$ cat config.mk
export PLATFORM = sky130hd
export DESIGN_NAME = mc_controller
export DESIGN_NICKNAME = d
export VERILOG_FILES = /design/src/rtl/mc_controller_pkg.sv /design/src/rtl/mc_controller_alu_decoder.sv /design/src/rtl/mc_controller.sv
export SDC_FILE = /design/constraint.sdc
export NUM_CORES = 1
export LEC_CHECK = 0
export BUFFER_PORTS_ARGS = -buffer_cell sky130_fd_sc_hd__clkbuf_2
export CAP_MARGIN = 20
export CORE_MARGIN = 4
export CORE_UTILIZATION = 30
export DETAILED_ROUTE_END_ITERATION = 16
export GPL_TIMING_DRIVEN = 1
export PLACE_DENSITY_LB_ADDON = 0.2
export SYNTH_ARGS = -nofsm -noshare
export SYNTH_HDL_FRONTEND = slang
export SYNTH_SLANG_ARGS = --single-unit
export TNS_END_PERCENT = 5
$ cat constraint.sdc
create_clock -name clk -period 3.7 [get_ports clk]
set_input_delay 0.555 -clock clk [delete_from_list [all_inputs] [get_ports clk]]
set_output_delay 0.555 -clock clk [all_outputs]
set_load 0.02 [all_outputs]
$ cat src/rtl/mc_controller_pkg.sv
// mc_controller_pkg: state codes, opcodes and control encodings shared by the
// multicycle control unit and its datapath.
package mc_controller_pkg;

    localparam logic [3:0] S_FETCH    = 4'd0;
    localparam logic [3:0] S_DECODE   = 4'd1;
    localparam logic [3:0] S_MEMADR   = 4'd2;
    localparam logic [3:0] S_MEMREAD  = 4'd3;
    localparam logic [3:0] S_MEMWB    = 4'd4;
    localparam logic [3:0] S_MEMWRITE = 4'd5;
    localparam logic [3:0] S_EXECR    = 4'd6;
    localparam logic [3:0] S_EXECI    = 4'd7;
    localparam logic [3:0] S_ALUWB    = 4'd8;
    localparam logic [3:0] S_BEQ      = 4'd9;
    localparam logic [3:0] S_JAL      = 4'd10;

    localparam logic [6:0] OP_LW  = 7'b0000011;
    localparam logic [6:0] OP_SW  = 7'b0100011;
    localparam logic [6:0] OP_R   = 7'b0110011;
    localparam logic [6:0] OP_I   = 7'b0010011;
    localparam logic [6:0] OP_JAL = 7'b1101111;
    localparam logic [6:0] OP_BEQ = 7'b1100011;

    localparam logic [1:0] ALUOP_ADD   = 2'b00;
    localparam logic [1:0] ALUOP_SUB   = 2'b01;
    localparam logic [1:0] ALUOP_FUNCT = 2'b10;

    localparam logic [2:0] ALU_ADD = 3'b000;
    localparam logic [2:0] ALU_SUB = 3'b001;
    localparam logic [2:0] ALU_AND = 3'b010;
    localparam logic [2:0] ALU_OR  = 3'b011;
    localparam logic [2:0] ALU_SLT = 3'b101;

    localparam logic [1:0] RES_ALUOUT    = 2'b00;
    localparam logic [1:0] RES_DATA      = 2'b01;
    localparam logic [1:0] RES_ALURESULT = 2'b10;

    localparam logic [1:0] SRCA_PC    = 2'b00;
    localparam logic [1:0] SRCA_OLDPC = 2'b01;
    localparam logic [1:0] SRCA_REG   = 2'b10;

    localparam logic [1:0] SRCB_REG  = 2'b00;
    localparam logic [1:0] SRCB_IMM  = 2'b01;
    localparam logic [1:0] SRCB_FOUR = 2'b10;

    localparam logic [1:0] IMM_I = 2'b00;
    localparam logic [1:0] IMM_S = 2'b01;
    localparam logic [1:0] IMM_B = 2'b10;
    localparam logic [1:0] IMM_J = 2'b11;

    typedef struct packed {
        logic       pc_update;
        logic       branch;
        logic       adr_src;
        logic       mem_write;
        logic       ir_write;
        logic       reg_write;
        logic [1:0] result_src;
        logic [1:0] alu_src_a;
        logic [1:0] alu_src_b;
        logic [1:0] alu_op;
    } ctrl_t;

    function automatic logic [1:0] imm_src(input logic [6:0] op);
        return op == OP_SW ? IMM_S : op == OP_BEQ ? IMM_B : op == OP_JAL ? IMM_J : IMM_I;
    endfunction

endpackage

$ cat src/rtl/mc_controller_alu_decoder.sv
// alu_decoder: maps ALUOp and instruction function fields to an ALU operation;
// shared with the single-cycle control unit.
module alu_decoder
    import mc_controller_pkg::*;
(
    input  logic [1:0] alu_op,
    input  logic [2:0] funct3,
    input  logic       op5,
    input  logic       funct7b5,
    output logic [2:0] alu_control
);
    logic [2:0] funct_ctrl;

    always_comb begin
        case (funct3)
            3'b000:  funct_ctrl = (op5 & funct7b5) ? ALU_SUB : ALU_ADD;
            3'b010:  funct_ctrl = ALU_SLT;
            3'b110:  funct_ctrl = ALU_OR;
            3'b111:  funct_ctrl = ALU_AND;
            default: funct_ctrl = ALU_ADD;
        endcase
    end

    assign alu_control = alu_op == ALUOP_SUB ? ALU_SUB : alu_op == ALUOP_FUNCT ? funct_ctrl : ALU_ADD;
endmodule

$ cat src/rtl/mc_controller.sv
// mc_controller: Moore FSM sequencing RV32I instructions through the shared
// multicycle datapath, with ALU/immediate decode and gated write enables.
module mc_controller
    import mc_controller_pkg::*;
(
    input  logic       clk,
    input  logic       reset,
    input  logic [6:0] op,
    input  logic [2:0] funct3,
    input  logic       funct7b5,
    input  logic       Zero,
    output logic       PCWrite,
    output logic       AdrSrc,
    output logic       MemWrite,
    output logic       IRWrite,
    output logic       RegWrite,
    output logic [1:0] ResultSrc,
    output logic [1:0] ALUSrcA,
    output logic [1:0] ALUSrcB,
    output logic [1:0] ImmSrc,
    output logic [2:0] ALUControl,
    output logic [3:0] State
);
    logic [3:0] state, next_state, cur;
    ctrl_t c;

    always_ff @(posedge clk) begin
        if (reset) state <= S_FETCH;
        else       state <= next_state;
    end

    always_comb begin
        case (state)
            S_FETCH:   next_state = S_DECODE;
            S_DECODE: begin
                case (op)
                    OP_LW, OP_SW: next_state = S_MEMADR;
                    OP_R:         next_state = S_EXECR;
                    OP_I:         next_state = S_EXECI;
                    OP_JAL:       next_state = S_JAL;
                    OP_BEQ:       next_state = S_BEQ;
                    default:      next_state = S_FETCH;
                endcase
            end
            S_MEMADR:  next_state = op == OP_LW ? S_MEMREAD : S_MEMWRITE;
            S_MEMREAD: next_state = S_MEMWB;
            S_EXECR, S_EXECI, S_JAL: next_state = S_ALUWB;
            default:   next_state = S_FETCH;
        endcase
    end

    // Reset presents the FETCH control word so the datapath sees a quiescent fetch.
    assign cur = reset ? S_FETCH : state;

    always_comb begin
        c = '0;
        case (cur)
            S_FETCH: begin
                c.ir_write   = 1'b1;
                c.alu_src_b  = SRCB_FOUR;
                c.result_src = RES_ALURESULT;
                c.pc_update  = 1'b1;
            end
            S_DECODE: begin
                c.alu_src_a = SRCA_OLDPC;
                c.alu_src_b = SRCB_IMM;
            end
            S_MEMADR: begin
                c.alu_src_a = SRCA_REG;
                c.alu_src_b = SRCB_IMM;
            end
            S_MEMREAD: c.adr_src = 1'b1;
            S_MEMWB: begin
                c.result_src = RES_DATA;
                c.reg_write  = 1'b1;
            end
            S_MEMWRITE: begin
                c.adr_src   = 1'b1;
                c.mem_write = 1'b1;
            end
            S_EXECR: begin
                c.alu_src_a = SRCA_REG;
                c.alu_op    = ALUOP_FUNCT;
            end
            S_EXECI: begin
                c.alu_src_a = SRCA_REG;
                c.alu_src_b = SRCB_IMM;
                c.alu_op    = ALUOP_FUNCT;
            end
            S_ALUWB: c.reg_write = 1'b1;
            S_JAL: begin
                c.alu_src_a = SRCA_OLDPC;
                c.alu_src_b = SRCB_FOUR;
                c.pc_update = 1'b1;
            end
            S_BEQ: begin
                c.alu_src_a = SRCA_REG;
                c.alu_op    = ALUOP_SUB;
                c.branch    = 1'b1;
            end
            default: c = '0;
        endcase
    end

    alu_decoder u_alu_decoder (
        .alu_op     (c.alu_op),
        .funct3     (funct3),
        .op5        (op[5]),
        .funct7b5   (funct7b5),
        .alu_control(ALUControl)
    );

    assign PCWrite   = ~reset & (c.pc_update | (c.branch & Zero));
    assign IRWrite   = ~reset & c.ir_write;
    assign RegWrite  = ~reset & c.reg_write;
    assign MemWrite  = ~reset & c.mem_write;
    assign AdrSrc    = c.adr_src;
    assign ResultSrc = c.result_src;
    assign ALUSrcA   = c.alu_src_a;
    assign ALUSrcB   = c.alu_src_b;
    assign ImmSrc    = imm_src(op);
    assign State     = cur;
endmodule

Word-level counts from Yosys, hierarchy flattened
Cells that the tools add are included.
{ "totals": {"wordCells": 69, "register_bits": 4, "in_bits": 14, "out_inout_bits": 20} }
{ "classes": {"n_reduce_logical": 12, "bitwise_logic": 8, "n_eq_ne": 27, "muxes": 21} }
{ "op_table": {"columns": ["cell", "count"], "rows": [
  ["4-bit one-hot mux with 5 select lines", 2],
  ["4-bit by 3-bit == test with 1-bit output, second input constant", 6],
  ["4-bit by 2-bit == test with 1-bit output, second input constant", 4],
  ["4-bit == test, second input constant", 4],
  ["2-bit one-hot mux with 2 select lines", 4],
  ["7-bit by 6-bit == test with 1-bit output, second input constant", 2],
  ["7-bit == test, second input constant", 2],
  ["3-bit one-hot mux with 4 select lines", 1],
  ["2-bit OR reduction", 6],
  ["3-bit two-way mux", 3],
  ["4-bit by 1-bit == test with 1-bit output, second input constant", 2],
  ["4-bit zero test", 2],
  ["7-bit by 2-bit == test with 1-bit output, second input constant", 1],
  ["7-bit by 5-bit == test with 1-bit output, second input constant", 1],
  ["1-bit two-way mux", 7],
  ["1-bit bitwise AND", 6],
  ["3-bit == test, second input constant", 2],
  ["2-bit two-way mux", 3],
  ["3-bit OR reduction", 2],
  ["4-bit two-way mux", 1],
  ["4-bit OR reduction", 1],
  ["3-bit by 2-bit == test with 1-bit output, second input constant", 1],
  ["3-bit zero test", 1],
  ["2-bit by 1-bit == test with 1-bit output, second input constant", 1],
  ["3 further kinds", 3]
]} }

Depth between registers and ports, before layout
{ "logic_depth": {"ltp_word": 7, "ltp_mapped": 5, "ltp_nobuf": 4} }

Modules after synthesis
A second synthesis with hierarchy kept.
{ "hier_totals": {"cells_unflattened": 85, "hier_area_um2": 596.8} }
{ "by_module_without_submodules": {"columns": ["mod", "area_per_inst_um2", "seq_area_each_um2", "instances", "cells_each"], "rows": [
  ["mc_controller", 539.3, 80.1, 1, 76],
  ["alu_decoder", 57.6, 0.0, 1, 9]
]} }

Least setup slack after synthesis
No wires, ideal clock.
{ "synth_path": {"path_type": "input-to-output", "from": "input reset", "to": "output ALUControl[2]", "path_buffers": 0, "cell_stages": 3, "path_slack_ns": 1.617, "arrival_ns": 1.528, "path_cell_list": "nor2b_1 > nand3_1 > nor3_1"} }
{ "synth_between": {"elab_chain_len": 7} }
{ "synth_rtl": {"columns": ["item", "line_no", "source"], "rows": [
  ["from (decl)", "mc_controller.sv:7", "input logic reset,"],
  ["4-bit two-way mux (*)", "mc_controller.sv:53", "assign cur = reset ? S_FETCH : state;"],
  ["4-bit by 3-bit == test with 1-bit output", "mc_controller.sv:57", "case (cur)"],
  ["2-bit OR reduction (no line)", null, null],
  ["2-bit one-hot mux with 2 select lines (*)", "mc_controller.sv:57", null],
  ["2-bit == test", "mc_controller_alu_decoder.sv:24", "assign alu_control = alu_op == ALUOP_SUB ? ALU_SUB : alu_op == ALUOP_FUNCT ? funct_ctrl : ALU_ADD;"],
  ["3-bit two-way mux", "mc_controller_alu_decoder.sv:24", null],
  ["3-bit two-way mux (*)", "mc_controller_alu_decoder.sv:24", null],
  ["to (decl)", "mc_controller.sv:21", "output logic [2:0] ALUControl,"]
]} }
Mark *: on every way between the ends. The rest lies on a longest branch, timed or not.

Worst setup path after layout
{ "layout_path": {"from": "register state[2]", "to": "output ALUControl[0]"} }
{ "layout_between": {"elab_chain_len": 7} }
{ "layout_rtl": {"columns": ["item", "line_no", "source"], "rows": [
  ["from (decl)", "mc_controller.sv:24", "logic [3:0] state, next_state, cur;"],
  ["from (signal assigned)", "mc_controller.sv:29", "else state <= next_state;"],
  ["4-bit two-way mux (*)", "mc_controller.sv:53", null],
  ["4-bit by 3-bit == test with 1-bit output", "mc_controller.sv:57", null],
  ["2-bit OR reduction (no line)", null, null],
  ["2-bit one-hot mux with 2 select lines (*)", "mc_controller.sv:57", null],
  ["2-bit == test", "mc_controller_alu_decoder.sv:24", null],
  ["3-bit two-way mux", "mc_controller_alu_decoder.sv:24", null],
  ["3-bit two-way mux (*)", "mc_controller_alu_decoder.sv:24", null]
]} }
Marks and branches as above.

==> run metrics <==
detailed placement HPWL around 1.3 mm; flip-flop count of the largest register, all copies and words added 4; power share of the sequential group 32.7%; portion of the clock cycle consumed by the worst path in the final layout between 60 and 70%; die span in y 50.8 um; Static Leak approximately 0.33 nW; highest net fanout along the worst path 16; clock insertion delay at the later pin of the skew report ~0.23 ns; Final ANT Viol Nets 0; num rows 15; largest net degree at the start of global routing 19; cell-internal power 0.0985 mW; number of cells produced by synthesis 88; Seq/Total Area, Yosys 14.5%; slowest stage cell on the critical path sky130_fd_sc_hd__dfxtp_1; layout overhead on the synthesized area 35.5%; count of pins over their slew limit 0; Critical Path, Cell by Cell nand2b_1, or4b_1, a21oi_1, clkbuf_2; FF+latch count, synth 4; vias in the first global route 648; Die Area 2580 um2; final wirelength about 1.6 mm; required time of the critical path 3.14 ns; global placement routability congestion between 0.7 and 0.8; switching part of the total 32.3%; area share of the leading cell type in the synthesized netlist 14.5%; largest registers ranked by flip-flop count state (4); Crit Path Class reg2out; Max-Slew Margin vs Limit between 60% and 70%; antenna diode count 0; stage delay of the slowest cell on the critical path 0.63 ns; CTS H-tree lvls 1; worst hold path type in2reg; count of TritonRoute iterations in the first routing pass 4; share of cells above drive strength 1 31.9%; grt met1 use 18.2%; CP startpoint kind flip-flop; clock network power share 35.4%; Core Footprint 1730 um2; P_sw 0.0470 mW; final setup TNS 0 ns; met3 usage in global routing 1.75%; starting density of the core 31.9%; total of max-cap violations 0; setup repair after global routing missed its margin false; fraction of power consumed by combinational cells 31.8%; Wirelength per Cell 11.2 um; top register by number of flip-flops state; # hold bufs at CTS 0; biggest area contributors in the synthesized netlist sky130_fd_sc_hd__dfxtp_1 (15%), sky130_fd_sc_hd__a21oi_1 (11%), sky130_fd_sc_hd__nor3_1 (10%), sky130_fd_sc_hd__xnor2_1 (6.4%), sky130_fd_sc_hd__nor2b_1 (5.7%); global-route wire length before repair 2.82 mm; Max Buffers Root-to-Sink 2; Setup-failing EPs final 0; ratio of routed vias to standard cells slightly below 5; cell type with the highest aggregate area in the netlist sky130_fd_sc_hd__dfxtp_1; Power per Cell Area 195 nW/um2; TritonCTS Sinks 4; data arrival time of the critical path roughly 1.9 ns; Critical Path End Type primary output; count of nets after finishing 135; I/O Pins 34; global-route total usage across every layer a little over an eighth; peak supply drop 111 uV; number of antenna violations at the first check in global routing 0; maximum operating frequency 0.416 GHz; met2 global-route usage 22.4%; highest-utilization routing layer at the global route stage met2; Synth cell types 28; vias after detailed routing 705; Syn Area/Cell 6.26 um2; post-route clock skew 0.00252 ns; clock-pin slew on the worst setup and hold paths about 0.04 ns; TritonCTS clock tree yes; warning count from the yosys run 0; final hold violation count 0; total gr overflow 0; Final Power 0.146 mW; status completed; number of DRC markers after the initial detailed-route iteration 9; instance area at placement 723 um2; Port-buffer cells 33; cell area after technology mapping 551 um2; worst slew pin tran 0.543 ns; Gates resized, CTS repair 0; area of all placed cells without fillers 746 um2; DRC 0; DIE WIDTH 50.8 um; root buffer selected by CTS sky130_fd_sc_hd__clkbuf_4; Period minus WS final 2.41 ns; number of clock buffers inserted by TritonCTS 3; setup bufs post-CTS 0; Syn Nets roughly 100
-- synthesized netlist by cell type --
master                     count
sky130_fd_sc_hd__nor3_1       11
sky130_fd_sc_hd__o21bai_1      1
sky130_fd_sc_hd__or3_1         2
sky130_fd_sc_hd__nor2b_1       5
sky130_fd_sc_hd__buf_2         4
sky130_fd_sc_hd__a31o_2        1
sky130_fd_sc_hd__dfxtp_1       4
sky130_fd_sc_hd__and2_1        1
sky130_fd_sc_hd__a31oi_1       1
sky130_fd_sc_hd__nand2_1       5
sky130_fd_sc_hd__xnor2_1       4
sky130_fd_sc_hd__or2_2         1
sky130_fd_sc_hd__nor4_1        2
sky130_fd_sc_hd__and2b_1       1
sky130_fd_sc_hd__xor2_1        1
sky130_fd_sc_hd__or4b_1        1
sky130_fd_sc_hd__nand3_1       6
sky130_fd_sc_hd__a21oi_1      12
sky130_fd_sc_hd__nand4_1       2
sky130_fd_sc_hd__nor2_1        7
sky130_fd_sc_hd__nand2b_1      4
sky130_fd_sc_hd__inv_1         2
sky130_fd_sc_hd__or3b_1        1
sky130_fd_sc_hd__clkbuf_1      1
sky130_fd_sc_hd__nand4b_1      1
sky130_fd_sc_hd__o21ai_0       4
sky130_fd_sc_hd__or2_1         1
sky130_fd_sc_hd__a21o_1        2
-- critical path, delay by kind of cell (launching register included) --
family | cells | cell delay [ns]
simple gates | 2 | 0.68
compound gates | 1 | 0.13
buf+inv | 1 | 0.18
flops | 1 | 0.63
-- per-layer routing --
layer	share of wire (%)	wire (um)	up-vias
li1	-	-	378
met1	47	762	309
met2	48	775	18
met3	4.9	80	0
met4	0	0	0
met5	0	0	-
-- metrics by stage --
stage | instances | hold slack, ns | setup slack (ns) | utilization (%)
after floorplan | 88 | 0.566 | 1.62 | -
after global placement | 141 | 0.685 | 1.57 | 41.9
after detailed placement | 141 | 0.709 | 1.54 | 41.9
after CTS | 144 | 0.598 | 1.28 | 43.2
after global routing | 144 | 0.618 | 1.07 | 43.2
final | 144 | 0.607 | 1.29 | 43.2
-- final timing paths --
kind,startpoint,endpoint,slack (ns),depth (start not counted)
hold / removal,op[0],state[1],0.61,3
setup reg to reg,state[1],state[0],2.30,4
setup / recovery,state[2],ALUControl[0],1.29,4
hold reg to reg,state[1],state[3],0.71,2
-- power groups by stage --
| stage | Sequential, mW | Combinational (mW) | Clock [mW] |
|---|---|---|---|
| final | 0.0476 | 0.0463 | 0.0516 |
| after global routing | 0.0481 | 0.0520 | 0.0615 |
| after floorplan | 0.0457 | 0.0296 | 0 |
| after CTS | 0.0477 | 0.0466 | 0.0557 |
| after global placement | 0.0484 | 0.0462 | 0 |
| after detailed placement | 0.0483 | 0.0464 | 0 |
-- cells in the final DEF (no fill, tap or decap), drive strengths merged --
cell type   n
dfxtp       4
xor2        1
or3         2
o21ai       4
and2b       1
xnor2       4
a21oi      12
nand2       5
o21bai      1
inv         2
nand3       6
nor2        7
a31oi       1
nand2b      4
nand4       2
nor3       11
or3b        1
or4b        1
nor4        2
a31o        1
and2        1
or2         2
clkbuf     36
nand4b      1
a21o        2
nor2b       5
-- area by class of cell --
cell class              instances  area (um2)
well taps                      25        31.3
inverters                       2        7.51
flip-flops and latches          4        80.1
clock buffers                   3        22.5
fillers                       204         981
multi-input cells              77         439
repair buffers                 33         165
-- logic make-up (layout without fill, tap and decap cells) --
logic type	count (synthesis)	after routing	share of synthesized area (%)
xor+xnor	5	5	7.95
buf+inv	7	38	5.68
compound gates	21	21	21.4
simple gates	51	51	50.5
flops	4	4	14.5
No activity file was read; power rests on OpenSTA's default activity.
